File: src/rtl/event_blinker.sv
//-----------------------------------------------------------------------------
// event_blinker
//
// Turns single-cycle events (for example a debounced button press) into
// human-visible LED flashes. Each event produces one flash of ON_TICKS display
// ticks, followed by a dark gap of GAP_TICKS ticks. Display ticks come from a
// divider of TICK_DIV clk cycles. The divider only runs while a flash or gap
// is in progress.
//
// Build option:
//   EVENT_BLINKER_QUEUE_EN  defined   -> Events arriving during a flash or gap
//                                        are queued in a saturating counter.
//                                        Each one is replayed as a further
//                                        flash after the current gap.
//   EVENT_BLINKER_QUEUE_EN  undefined -> Events arriving during a flash or gap
//                                        are dropped. pend_cnt stays at 0.
//
// Parameters:
//   TICK_DIV   clk cycles per display tick (>= 2)
//   ON_TICKS   ticks the LED is lit per flash (>= 1)
//   GAP_TICKS  ticks the LED is dark after each flash (>= 1)
//   PEND_W     width of the pending-event counter
//
// Ports:
//   clk       in   system clock; all state changes on its rising edge
//   rst_n     in   asynchronous active-low reset
//   ev_in     in   single-cycle event pulse, synchronous to clk
//   led_out   out  registered LED drive; high only while flashing
//   busy      out  registered; high whenever a flash or gap is in progress
//   pend_cnt  out  events queued behind the current flash
//   ovf       out  registered one-cycle pulse for each dropped event
//-----------------------------------------------------------------------------
module event_blinker #(
    parameter int TICK_DIV  = 25000,
    parameter int ON_TICKS  = 400,
    parameter int GAP_TICKS = 200,
    parameter int PEND_W    = 4
) (
    input  logic              clk,
    input  logic              rst_n,
    input  logic              ev_in,
    output logic              led_out,
    output logic              busy,
    output logic [PEND_W-1:0] pend_cnt,
    output logic              ovf
);

    // Widths of the cycle divider and the per-state tick counter
    localparam int DIV_W    = $clog2(TICK_DIV);
    localparam int TCNT_MAX = (ON_TICKS > GAP_TICKS) ? ON_TICKS : GAP_TICKS;
    localparam int TCNT_W   = (TCNT_MAX > 1) ? $clog2(TCNT_MAX) : 1;

    localparam logic [DIV_W-1:0]  DIV_LAST = DIV_W'(TICK_DIV - 1);
    localparam logic [TCNT_W-1:0] ON_LAST  = TCNT_W'(ON_TICKS - 1);
    localparam logic [TCNT_W-1:0] GAP_LAST = TCNT_W'(GAP_TICKS - 1);

    typedef enum logic [1:0] {
        S_IDLE = 2'd0,
        S_ON   = 2'd1,
        S_GAP  = 2'd2
    } state_e;

    state_e            state_q, state_d;
    logic [DIV_W-1:0]  div_q,   div_d;
    logic [TCNT_W-1:0] tcnt_q,  tcnt_d;
    logic              led_q;
    logic              busy_q;
    logic              ovf_q,   ovf_d;

    logic tick;
    logic on_done;
    logic gap_done;
    logic active;

`ifdef EVENT_BLINKER_QUEUE_EN
    localparam logic [PEND_W-1:0] PEND_MAX = {PEND_W{1'b1}};

    logic [PEND_W-1:0] pend_q, pend_d;
`endif

    // The divider is held at 0 in IDLE. TICK_DIV >= 2, so no tick fires there.
    assign tick     = (div_q == DIV_LAST);
    assign on_done  = (state_q == S_ON)  && tick && (tcnt_q == ON_LAST);
    assign gap_done = (state_q == S_GAP) && tick && (tcnt_q == GAP_LAST);
    assign active   = (state_q != S_IDLE);

    //-------------------------------------------------------------------------
    // Next-state, timing counters and pending queue
    //-------------------------------------------------------------------------
    always_comb begin
        state_d = state_q;
        div_d   = div_q;
        tcnt_d  = tcnt_q;
        ovf_d   = 1'b0;
`ifdef EVENT_BLINKER_QUEUE_EN
        pend_d  = pend_q;
`endif

        // Normal advance inside ON/GAP. The state cases below override this
        // on entry to a new state and in IDLE.
        if (tick) begin
            div_d  = '0;
            tcnt_d = tcnt_q + TCNT_W'(1);
        end else begin
            div_d  = div_q + DIV_W'(1);
        end

        case (state_q)
            S_IDLE: begin
                div_d  = '0;
                tcnt_d = '0;
                if (ev_in) begin
                    state_d = S_ON;
                end
            end

            S_ON: begin
                if (on_done) begin
                    state_d = S_GAP;
                    div_d   = '0;
                    tcnt_d  = '0;
                end
            end

            S_GAP: begin
                if (gap_done) begin
                    div_d  = '0;
                    tcnt_d = '0;
`ifdef EVENT_BLINKER_QUEUE_EN
                    // A queued event, or a fresh one arriving right now,
                    // starts the next flash without passing through IDLE.
                    if ((pend_q != '0) || ev_in) begin
                        state_d = S_ON;
                    end else begin
                        state_d = S_IDLE;
                    end
`else
                    state_d = S_IDLE;
`endif
                end
            end

            default: begin
                state_d = S_IDLE;
                div_d   = '0;
                tcnt_d  = '0;
            end
        endcase

`ifdef EVENT_BLINKER_QUEUE_EN
        if (gap_done && (pend_q != '0)) begin
            // One queued event is consumed here. A coincident new event
            // replaces it (net zero), except at saturation: there the new
            // event is absorbed by the freed slot only after the decrement
            // lands, so the count still drops by one and nothing is reported.
            if (!(ev_in && (pend_q != PEND_MAX))) begin
                pend_d = pend_q - PEND_W'(1);
            end
        end else if (gap_done) begin
            // Empty queue: a coincident event starts the next flash directly
            // and is never counted.
            pend_d = pend_q;
        end else if (active && ev_in) begin
            if (pend_q == PEND_MAX) begin
                ovf_d = 1'b1;
            end else begin
                pend_d = pend_q + PEND_W'(1);
            end
        end
`else
        if (active && ev_in) begin
            ovf_d = 1'b1;
        end
`endif
    end

    //-------------------------------------------------------------------------
    // State and output registers
    //-------------------------------------------------------------------------
    // led/busy are registered from the next state. This keeps them in step
    // with state_q on every cycle without a combinational output path.
    always_ff @(posedge clk or negedge rst_n) begin
        if (!rst_n) begin
            state_q <= S_IDLE;
            div_q   <= '0;
            tcnt_q  <= '0;
            led_q   <= 1'b0;
            busy_q  <= 1'b0;
            ovf_q   <= 1'b0;
        end else begin
            state_q <= state_d;
            div_q   <= div_d;
            tcnt_q  <= tcnt_d;
            led_q   <= (state_d == S_ON);
            busy_q  <= (state_d != S_IDLE);
            ovf_q   <= ovf_d;
        end
    end

`ifdef EVENT_BLINKER_QUEUE_EN
    always_ff @(posedge clk or negedge rst_n) begin
        if (!rst_n) begin
            pend_q <= '0;
        end else begin
            pend_q <= pend_d;
        end
    end

    assign pend_cnt = pend_q;
`else
    assign pend_cnt = '0;
`endif

    assign led_out = led_q;
    assign busy    = busy_q;
    assign ovf     = ovf_q;

endmodule

File: config.mk
export PLATFORM = sky130hd
export DESIGN_NAME = event_blinker
export DESIGN_NICKNAME = d
export VERILOG_FILES = /design/src/rtl/event_blinker.sv
export SDC_FILE = /design/constraint.sdc
export NUM_CORES = 1
export LEC_CHECK = 0
export ABC_AREA = 1
export BUFFER_PORTS_ARGS = -buffer_cell sky130_fd_sc_hd__buf_2
export CAP_MARGIN = 20
export CORE_MARGIN = 3
export CORE_UTILIZATION = 54
export DETAILED_ROUTE_END_ITERATION = 8
export PLACE_DENSITY = 0.76
export RECOVER_POWER = 50
export SKIP_LAST_GASP = 1
export SYNTH_ARGS = -nofsm -noshare
export SYNTH_HDL_FRONTEND = slang
export SYNTH_SLANG_ARGS = --single-unit
File: constraint.sdc
create_clock -name clk -period 2.23 [get_ports clk]
set_clock_uncertainty 0.05 [all_clocks]
set_input_delay 0.1115 -clock clk [delete_from_list [all_inputs] [get_ports clk]]
set_output_delay 0.1115 -clock clk [all_outputs]
set_load 0.01 [all_outputs]
==> results of run 1 <==
-- worst max path at each step --
stage                                     end                 start  slack (ns)  cells after the start
after floorplan                busy$_DFF_PN0_  state_q[0]$_DFF_PN0_        0.63                     11
after global placement         busy$_DFF_PN0_  state_q[0]$_DFF_PN0_        0.56                     11
after detailed placement  tcnt_q[4]$_DFF_PN0_  state_q[0]$_DFF_PN0_        0.50                     11
after CTS                  div_q[7]$_DFF_PN0_  state_q[1]$_DFF_PN0_        0.48                      8
after global routing       div_q[4]$_DFF_PN0_                 rst_n        0.27                      2
final                     tcnt_q[5]$_DFF_PN0_  state_q[0]$_DFF_PN0_        0.47                     11
-- stage by stage --
step           power, mW  cell area, sq um  cells  setup slack, ns
6_report          0.8597              1864    268           0.4709
5_1_grt           0.9079              1864    268           0.2704
4_1_cts           0.8771              1866    268           0.4760
3_5_place_dp      0.5547              1790    258           0.4994
3_3_place_gp      0.5543              1790    258           0.5594
2_1_floorplan     0.5466              1743    215           0.6255
-- area by class of cell --
cell class                      instances  share of cell area, %
Multi-Input combinational cell        151                  46.64
Sequential cell                        29                  38.93
Inverter                               31                  6.309
Tap cell                               42                  2.819
Timing Repair Buffer                    7                  2.349
Clock buffer                            5                  2.013
Clock inverter                          3                 0.9396
-- where the power goes --
| group | internal, mW | total [mW] | switching, mW |
|---|---|---|---|
| registers | 0.526 | 0.527 | 0.000175 |
| logic | 0.00419 | 0.0194 | 0.0152 |
| clock network | 0.119 | 0.314 | 0.195 |
| total | 0.649 | 0.860 | 0.211 |
-- cells by family (layout without fill, tap and decap cells) --
| logic type | Yosys count | count (layout) | share of synthesized area [%] |
|---|---|---|---|
| AO/OA/AOI/OAI | 25 | 25 | 8.815 |
| flip-flops | 29 | 29 | 41.91 |
| XOR/XNOR | 7 | 7 | 3.541 |
| adder cells (fa/ha/maj) | 6 | 6 | 4.335 |
| AND/OR/NAND/NOR | 109 | 109 | 32.66 |
| buffers and inverters | 35 | 46 | 8.525 |
| other | 1 | 4 | 0.2166 |
-- per-layer routing --
layer	global-route usage (%)	up-vias	part of all wire, %
met3	5.396	8	3.8
met5	0	-	0
met2	28.36	19	49
li1	-	690	-
met1	20.60	631	45
met4	8.264	0	2.1
-- cell usage after synthesis --
| cell | n | area share (%) |
|---|---|---|
| a31oi_1 | 2 | 0.72 |
| conb_1 | 1 | 0.22 |
| nand3_2 | 1 | 0.58 |
| nand4_1 | 1 | 0.36 |
| nand2_4 | 3 | 2.0 |
| a21oi_4 | 1 | 0.94 |
| a21oi_1 | 9 | 2.6 |
| inv_2 | 1 | 0.22 |
| nor3b_1 | 2 | 0.87 |
| o31ai_1 | 1 | 0.43 |
| nor3_4 | 1 | 0.94 |
| nor2_2 | 4 | 1.4 |
| xor2_1 | 6 | 3.0 |
| o21ai_0 | 8 | 2.3 |
| nor2_1 | 36 | 7.8 |
| or2_2 | 1 | 0.36 |
| nand3b_1 | 1 | 0.43 |
| xnor2_1 | 1 | 0.51 |
| nand2_2 | 9 | 3.3 |
| nand3_4 | 1 | 1.0 |
| clkinv_2 | 1 | 0.29 |
| o21ai_4 | 1 | 0.94 |
| nor3_1 | 4 | 1.2 |
| nor2_4 | 2 | 1.3 |
| o21ai_1 | 3 | 0.87 |
| ha_1 | 6 | 4.3 |
| nor2_8 | 1 | 1.2 |
| nand3_1 | 13 | 3.8 |
| buf_4 | 4 | 1.7 |
| inv_1 | 29 | 6.3 |
| nand2_1 | 29 | 6.3 |
| dfrtp_1 | 29 | 42 |
-- registers in the layout, indices dropped and copies added (netlist names) --
register and count:
ovf 1, busy 1, state_q 2, div_q 15
tcnt_q 9, led_out 1
-- critical path, stage by stage, from the launching register on --
cell and delay (ns):
dfrtp_1 0.41, inv_1 0.11, ha_1 0.27, inv_1 0.08, nor2_1 0.09, nand3_1 0.07, nor2_1 0.18, nand2_4 0.09
nand2_2 0.07, nand2_2 0.07, nand2_4 0.11, nor2_1 0.06
-- what timing repair did --
action | 4_1_cts | 5_1_grt
hold buffers | 2 | 0
resized for setup | 0 | 0
hold endpoints to repair | 30 | 0
setup endpoints to repair | 0 | 0
==> results.cfg, run 1 <==
[routing]
drt-vias-per-instance = 5.030
routed-via-count = 1348
route.detailed.drc = 0
drt-pass1-iter-count = 4
drt.antenna.violating_nets = 0
wl_mm = 2.931
routedWlPerCell_microns = 10.94
drtIter0Drc = 79

[logic_synthesis]
syn_area_sq_mm = 0.001732
yosysUniqueCellTypes = 32
ys_warn_count = 0
synth_cells = 212
ys_seq_elements = 29
avgSynthCellArea_sq_um = 8.168
yosysSeqAreaShare_pct = 41.91

[setup_path]
endpoint_kind = register
r2r_setup_slack_ns = 0.47
rr_startpoint = state_q[0]$_DFF_PN0_
r2r_end = tcnt_q[5]$_DFF_PN0_
crit_required_ns = 2.41
cp_max_fo = 9
path_class = register to register
arrival_ns = 1.94
start_kind = register
reg2reg_depth = 11

[layout]
final_core_util_pct = 64.28
layout_common_cells = 36 x nor2_1, 29 x inv_1, 29 x nand2_1, 29 x dfrtp_1, 13 x nand3_1
n_antenna_cell = 0
n_fill_cell = 267
multi_input_area_sq_um = 869.6
ff_latch_area_sq_um = 725.7
area_delta_synth_final_pct = 7.659
layout_commonest_cell = nor2_1
nets = 234
drive_gt1_share_pct = 17.26

[cts]
clockRootBuffer = clkbuf_4
clk_latency_ns = 0.34
clockBufferDepth = 2
cts.htree.levels = 2
post_cts_buffers = 0
clock_sinks = 29
cts_tree = built
clkTransAtPathRegs_ns = 0.10
cts_made_buffers = 5

[placed_design]
gp_congestion = 0.8007
dp_hpwl_mm = 2.224
portBuffers = 5

[global_routing]
first_global_vias = 1236
grt-ovfl-total = 0
grt_max_degree = 30
grt_util_all_layers_pct = 17.31
grt_pass1_wl_mm = 5.333
antenna_found_initial = 0

[timing]
setup_violations = 0
rsz0062_at_grt = no
final_hold_viol_count = 0
fin_setup_tns_ns = 0
drv_slew = 30
whs_ns = 0.4418
fin_crit_sh_pct = 78.88
clock.fmax_mhz = 568.5
period_minus_slack_ns = 1.759
relSlewSlack_pct = -3.519
worst_slew_pin_slew_ns = 1.553

[floorplan]
core_area_sq_mm = 0.002900
die-area_sq_mm = 0.003923
start_util_pct = 59.71
ios = 10
die_x_microns = 62.63
die_h_microns = 62.63
fp-row-count = 19

[worst_hold_path]
min_path_cells = 1
hold_path_startpoint = div_q[0]$_DFF_PN0_
min_to = div_q[0]$_DFF_PN0_
worstHoldPathType = register to register

[power]
cellPowerDensity_mw_per_mm2 = 461.2
p_leak_nw = 0.9375
ir_drop_mv = 0.3857

[job]
drv_cap = 1

[status]
violations = capacitance limit, slew limit
outcome = complete, but fails checks
(Power assumes the default switching activity.)
==> inputs of run 2 (changes only) <==
- clock period: 2.23 -> 1.74 ns (I/O delays scaled with it)
==> run 2 against run 1 <==
Net effect:
- the flow finishes with violations (setup timing)
- die area unchanged
- critical path depth unchanged
- sequential share of layout area down 2.4 points
- utilization up 4.3 points
- highest routed layer unchanged
==> results.cfg, run 2 (same netlist as run 1, synthesis figures left out) <==
[routing]
route.detailed.drc = 0
routed-via-count = 1391
drt-vias-per-instance = 5.058
drt.antenna.violating_nets = 0
wl_mm = 3.356
routedWlPerCell_microns = 12.20
drtIter0Drc = 84
drt-pass1-iter-count = 4

[timing]
clock.fmax_mhz = 560.5
rsz0062_at_grt = yes
fin_crit_sh_pct = 102.5
final_hold_viol_count = 0
drv_slew = 0
setup_slack_ns = -0.04403
relSlewSlack_pct = 51.56
whs_ns = 0.2920
setup_violations = 4
period_minus_slack_ns = 1.784
worst_slew_pin_slew_ns = 0.7266

[setup_path]
cp_num_buf_inv = 2
max_stage_delay_ns = 0.42
arrival_ns = 1.96
crit_required_ns = 1.92
critPathSlowestCell = dfrtp_1
worstPathCellList = inv_2 -> ha_4 -> inv_1 -> nor2_1 -> nand3_1 -> nor2_2 -> nand2_4 -> nand2_2 -> nand3_1 -> nand2_2 -> nand2_1
start_kind = register
cp_max_fo = 3
cp_top_family = simple AND/OR/NAND/NOR gates
endpoint_kind = register
path_class = register to register

[layout]
nets = 241
layout_commonest_cell = nor2_1
largest_reg_flops = 15
top_regs = div_q x15, tcnt_q x9, state_q x2
area_delta_synth_final_pct = 14.88
stdcell_count = 275
stdcell_area_sq_mm = 0.001989
n_antenna_cell = 0
regMostFlops = div_q
drive_gt1_share_pct = 23.61
layout_common_cells = 34 x nor2_1, 29 x nand2_1, 29 x dfrtp_1

[placed_design]
portBuffers = 5
pre_cts_ws_ns = 0.01337
dp_hpwl_mm = 2.259
dpl.cell_count = 260
dpl_cell_area_sq_mm = 0.001805
gp_congestion = 0.8199

[power]
p_int_mw = 1.023
p_leak_nw = 0.9883
ir_drop_mv = 0.6149
p_switching_mw = 0.2555
seq_power_share_pct = 52.8
p_comb_share_pct = 2.0
power.share.clock_pct = 45.2
switching_share_pct = 19.99
cellPowerDensity_mw_per_mm2 = 642.7

[job]
drv_cap = 0

[floorplan]
die_h_microns = 62.63
die_x_microns = 62.63
core_area_sq_mm = 0.002900
start_util_pct = 59.71
die-area_sq_mm = 0.003923
ios = 10
fp-row-count = 19

[cts]
clk_latency_ns = 0.33
clockBufferDepth = 2
clkTransAtPathRegs_ns = 0.09
cts_tree = built
clock_sinks = 29
cts.htree.levels = 2
cts_made_buffers = 5
clockRootBuffer = clkbuf_4

[worst_hold_path]
worstHoldPathType = input port to asynchronous set/reset pin

[global_routing]
first_global_vias = 1337
antenna_found_initial = 0
grt_max_degree = 30
grt_util_all_layers_pct = 17.62
grt-ovfl-total = 0
grt_pass1_wl_mm = 5.416

[status]
outcome = complete, but fails checks
violations = setup timing
[run 2: area by class of cell]
cell class                 count  area, sq um
multi-input combinational    151        910.9
fill                         248        910.9
sequential                    29        725.7
inverter                      31        117.6
timing repair buffer          14        97.59
clock buffer                   7        55.05
tap                           42        52.55
clock inverter                 1        30.03
[run 2: path summary, 6_finish.rpt]
path / startpoint / end / slack (ns) / cells after the start
max in group asynchronous: rst_n / div_q[12]$_DFF_PN0_ / 0.88 / 2
worst max register to register: state_q[0]$_DFF_PN0_ / busy$_DFF_PN0_ / -0.04 / 11
worst min-delay path: rst_n / tcnt_q[6]$_DFF_PN0_ / 0.29 / 2
worst min register to register: div_q[0]$_DFF_PN0_ / div_q[0]$_DFF_PN0_ / 0.47 / 1
min in group clk: div_q[0]$_DFF_PN0_ / div_q[0]$_DFF_PN0_ / 0.47 / 1
worst max-delay path: state_q[0]$_DFF_PN0_ / busy$_DFF_PN0_ / -0.04 / 11
[run 2: per-layer routing]
layer  GRT usage (%)  share of wire [%]  vias to the layer above
li1                -                  -                      699
met1           19.59                 42                      656
met2           30.09                 51                       28
met3           6.115                4.1                        8
met4           8.264                2.1                        0
met5               0                  0                        -
[run 2: metrics by stage]
| stage | setup TNS [ns] | power (mW) | utilization (%) |
|---|---|---|---|
| global route | -1.727 | 1.342 | 68.59 |
| CTS | 0 | 1.296 | 65.96 |
| global placement | 0 | 0.7105 | 62.25 |
| detailed placement | 0 | 0.7110 | 62.25 |
| finish | -0.1035 | 1.279 | 68.59 |
| floorplan | 0 | 0.7005 | - |
[run 2: power groups by stage]
| stage | clock network [mW] | registers, mW | logic (mW) |
|---|---|---|---|
| final | 0.579 | 0.675 | 0.0254 |
| after global routing | 0.638 | 0.675 | 0.0289 |
| after detailed placement | 0 | 0.688 | 0.0228 |
| after CTS | 0.595 | 0.675 | 0.0261 |
| after floorplan | 0 | 0.689 | 0.0115 |
| after global placement | 0 | 0.688 | 0.0223 |
[run 2: timing repair]
| action | in CTS | in global routing |
|---|---|---|
| endpoints found under the setup margin | 8 | 19 |
| pin swaps | 0 | 3 |
| hold buffers | 2 | 0 |
| buffers inserted | 0 | 5 |
| hold endpoints to repair | 30 | 0 |
| gates resized for setup | 1 | 10 |
==> inputs of run 3 (changes only) <==
==> constraint.sdc (replaced) <==
create_clock -name clk -period 1.74 [get_ports clk]
set_clock_uncertainty 0.05 [all_clocks]
set_input_delay 0.348 -clock clk [delete_from_list [all_inputs] [get_ports clk]]
set_output_delay 0.348 -clock clk [all_outputs]
set_load 0.01 [all_outputs]
==> run 3 against run 2 <==
Net effect:
- setup slack gained 0.11 ns
- combinational power shrank 6%
- the flow now finishes without violations
- highest routed layer unchanged
- sequential share of layout area grew 0.18 points
- largest power group unchanged
- critical endpoint unchanged
- via count shrank 0.58%
- maximum frequency grew 6.4%
- die area is the same
- count of clock-buffer cells in the layout is the same
- design area shrank 0.50%
==> results.cfg, run 3 (same netlist as run 1, synthesis figures left out) <==
[routing]
drt-vias-per-instance = 5.047
wl_mm = 3.230
drtIter0Drc = 51
drt-pass1-iter-count = 4
routed-via-count = 1383
routedWlPerCell_microns = 11.79
route.detailed.drc = 0
drt.antenna.violating_nets = 0

[cts]
cts_tree = built
clockBufferDepth = 2
cts_made_buffers = 5
clkTransAtPathRegs_ns = 0.09
clk_latency_ns = 0.33
clock_sinks = 29
clockRootBuffer = clkbuf_4
cts.htree.levels = 2

[layout]
layout_commonest_cell = nor2_1
drive_gt1_share_pct = 23.71
n_antenna_cell = 0
top_regs = div_q x15, tcnt_q x9, state_q x2
area_delta_synth_final_pct = 14.31
largest_reg_flops = 15
nets = 240
regMostFlops = div_q
stdcell_count = 274
layout_common_cells = 34 x nor2_1, 29 x nand2_1, 29 x dfrtp_1

[setup_path]
max_stage_delay_ns = 0.42
path_class = register to register
endpoint_kind = register
rr_startpoint = state_q[0]$_DFF_PN0_
arrival_ns = 1.86
worstPathCellList = inv_2 -> ha_4 -> inv_1 -> nor2_1 -> nand3_1 -> nor2_2 -> nand2_4 -> nand2_2 -> nand3_1 -> nand2_2 -> nand2_1
start_kind = register
cp_max_fo = 3
r2r_end = busy$_DFF_PN0_
r2r_setup_slack_ns = 0.06
crit_required_ns = 1.92
reg2reg_depth = 11
critPathSlowestCell = dfrtp_1

[timing]
final_hold_viol_count = 0
rsz0062_at_grt = yes
clock.fmax_mhz = 596.7
relSlewSlack_pct = 56.14
setup_violations = 0
drv_slew = 0
fin_crit_sh_pct = 96.32
setup_slack_ns = 0.06399
worst_slew_pin_slew_ns = 0.6579
period_minus_slack_ns = 1.676
fin_setup_tns_ns = 0

[global_routing]
first_global_vias = 1334
grt_util_all_layers_pct = 17.55
grt_pass1_wl_mm = 5.388
grt_max_degree = 30
antenna_found_initial = 0
grt-ovfl-total = 0

[placed_design]
dp_hpwl_mm = 2.259
dpl.cell_count = 260
gp_congestion = 0.8199
pre_cts_ws_ns = 0.01337
portBuffers = 5

[worst_hold_path]
worstHoldPathType = input port to register
min_path_cells = 3
hold_path_startpoint = ev_in
min_to = ovf$_DFF_PN0_

[floorplan]
start_util_pct = 59.71
die-area_sq_mm = 0.003923
core_area_sq_mm = 0.002900
ios = 10
die_h_microns = 62.63
fp-row-count = 19
die_x_microns = 62.63

[power]
power_mw = 1.279
p_leak_nw = 0.9839
cellPowerDensity_mw_per_mm2 = 646.0
ir_drop_mv = 0.6146

[job]
drv_cap = 0

[status]
outcome = finished, final reports clean
## run 3: stage by stage
step / hold slack (ns) / utilization, % / cell area [sq um]
CTS: 0.1863 / 65.62 / 1903
global placement: 0.3565 / 62.25 / 1805
finish: 0.1992 / 68.25 / 1979
floorplan: 0.002409 / - / 1743
detailed placement: 0.3649 / 62.25 / 1805
global route: 0.1680 / 68.25 / 1979
## run 3: what timing repair did
action,4_1_cts,5_1_grt
pin swaps,0,3
gates cloned,0,0
resized for setup,1,10
endpoints found under the setup margin,8,19
hold buffers,1,0
endpoints found under the hold margin,9,0
buffers inserted,0,5
## run 3: cell type report
type	instances	area (sq um)
Fill cell	252	920.9
Multi-Input combinational cell	151	910.9
Sequential cell	29	725.7
Inverter	31	117.6
Timing Repair Buffer	13	87.58
Clock buffer	7	55.05
Tap cell	42	52.55
Clock inverter	1	30.03
## run 3: report_power, final
part	leakage [nW]	internal, mW	switching, mW
Clock	0.0455	0.343	0.237
Combinational	0.560	0.00426	0.0196
Sequential	0.378	0.674	0.000227
## run 3: how the worst max path moves through the flow
stage	to	depth (start not counted)	start
2_1_floorplan	busy$_DFF_PN0_	11	state_q[0]$_DFF_PN0_
3_3_place_gp	busy$_DFF_PN0_	11	state_q[0]$_DFF_PN0_
3_5_place_dp	busy$_DFF_PN0_	11	state_q[0]$_DFF_PN0_
4_1_cts	div_q[7]$_DFF_PN0_	8	state_q[1]$_DFF_PN0_
5_1_grt	busy$_DFF_PN0_	11	state_q[0]$_DFF_PN0_
6_report	busy$_DFF_PN0_	11	state_q[0]$_DFF_PN0_
## run 3: critical path: cells and delay by family, from the launching register on
kind,cells,cell delay [ns]
flip-flops,1,0.42
AND/OR/NAND/NOR,8,0.75
adder cells (fa/ha/maj),1,0.17
buffers and inverters,2,0.19
## run 3: per-layer routing
layer	part of all wire [%]	vias up	track usage, %
met3	4.0	9	6.115
li1	-	693	-
met2	50	23	29.96
met4	2.6	0	8.264
met1	44	658	19.47
met5	0	-	0
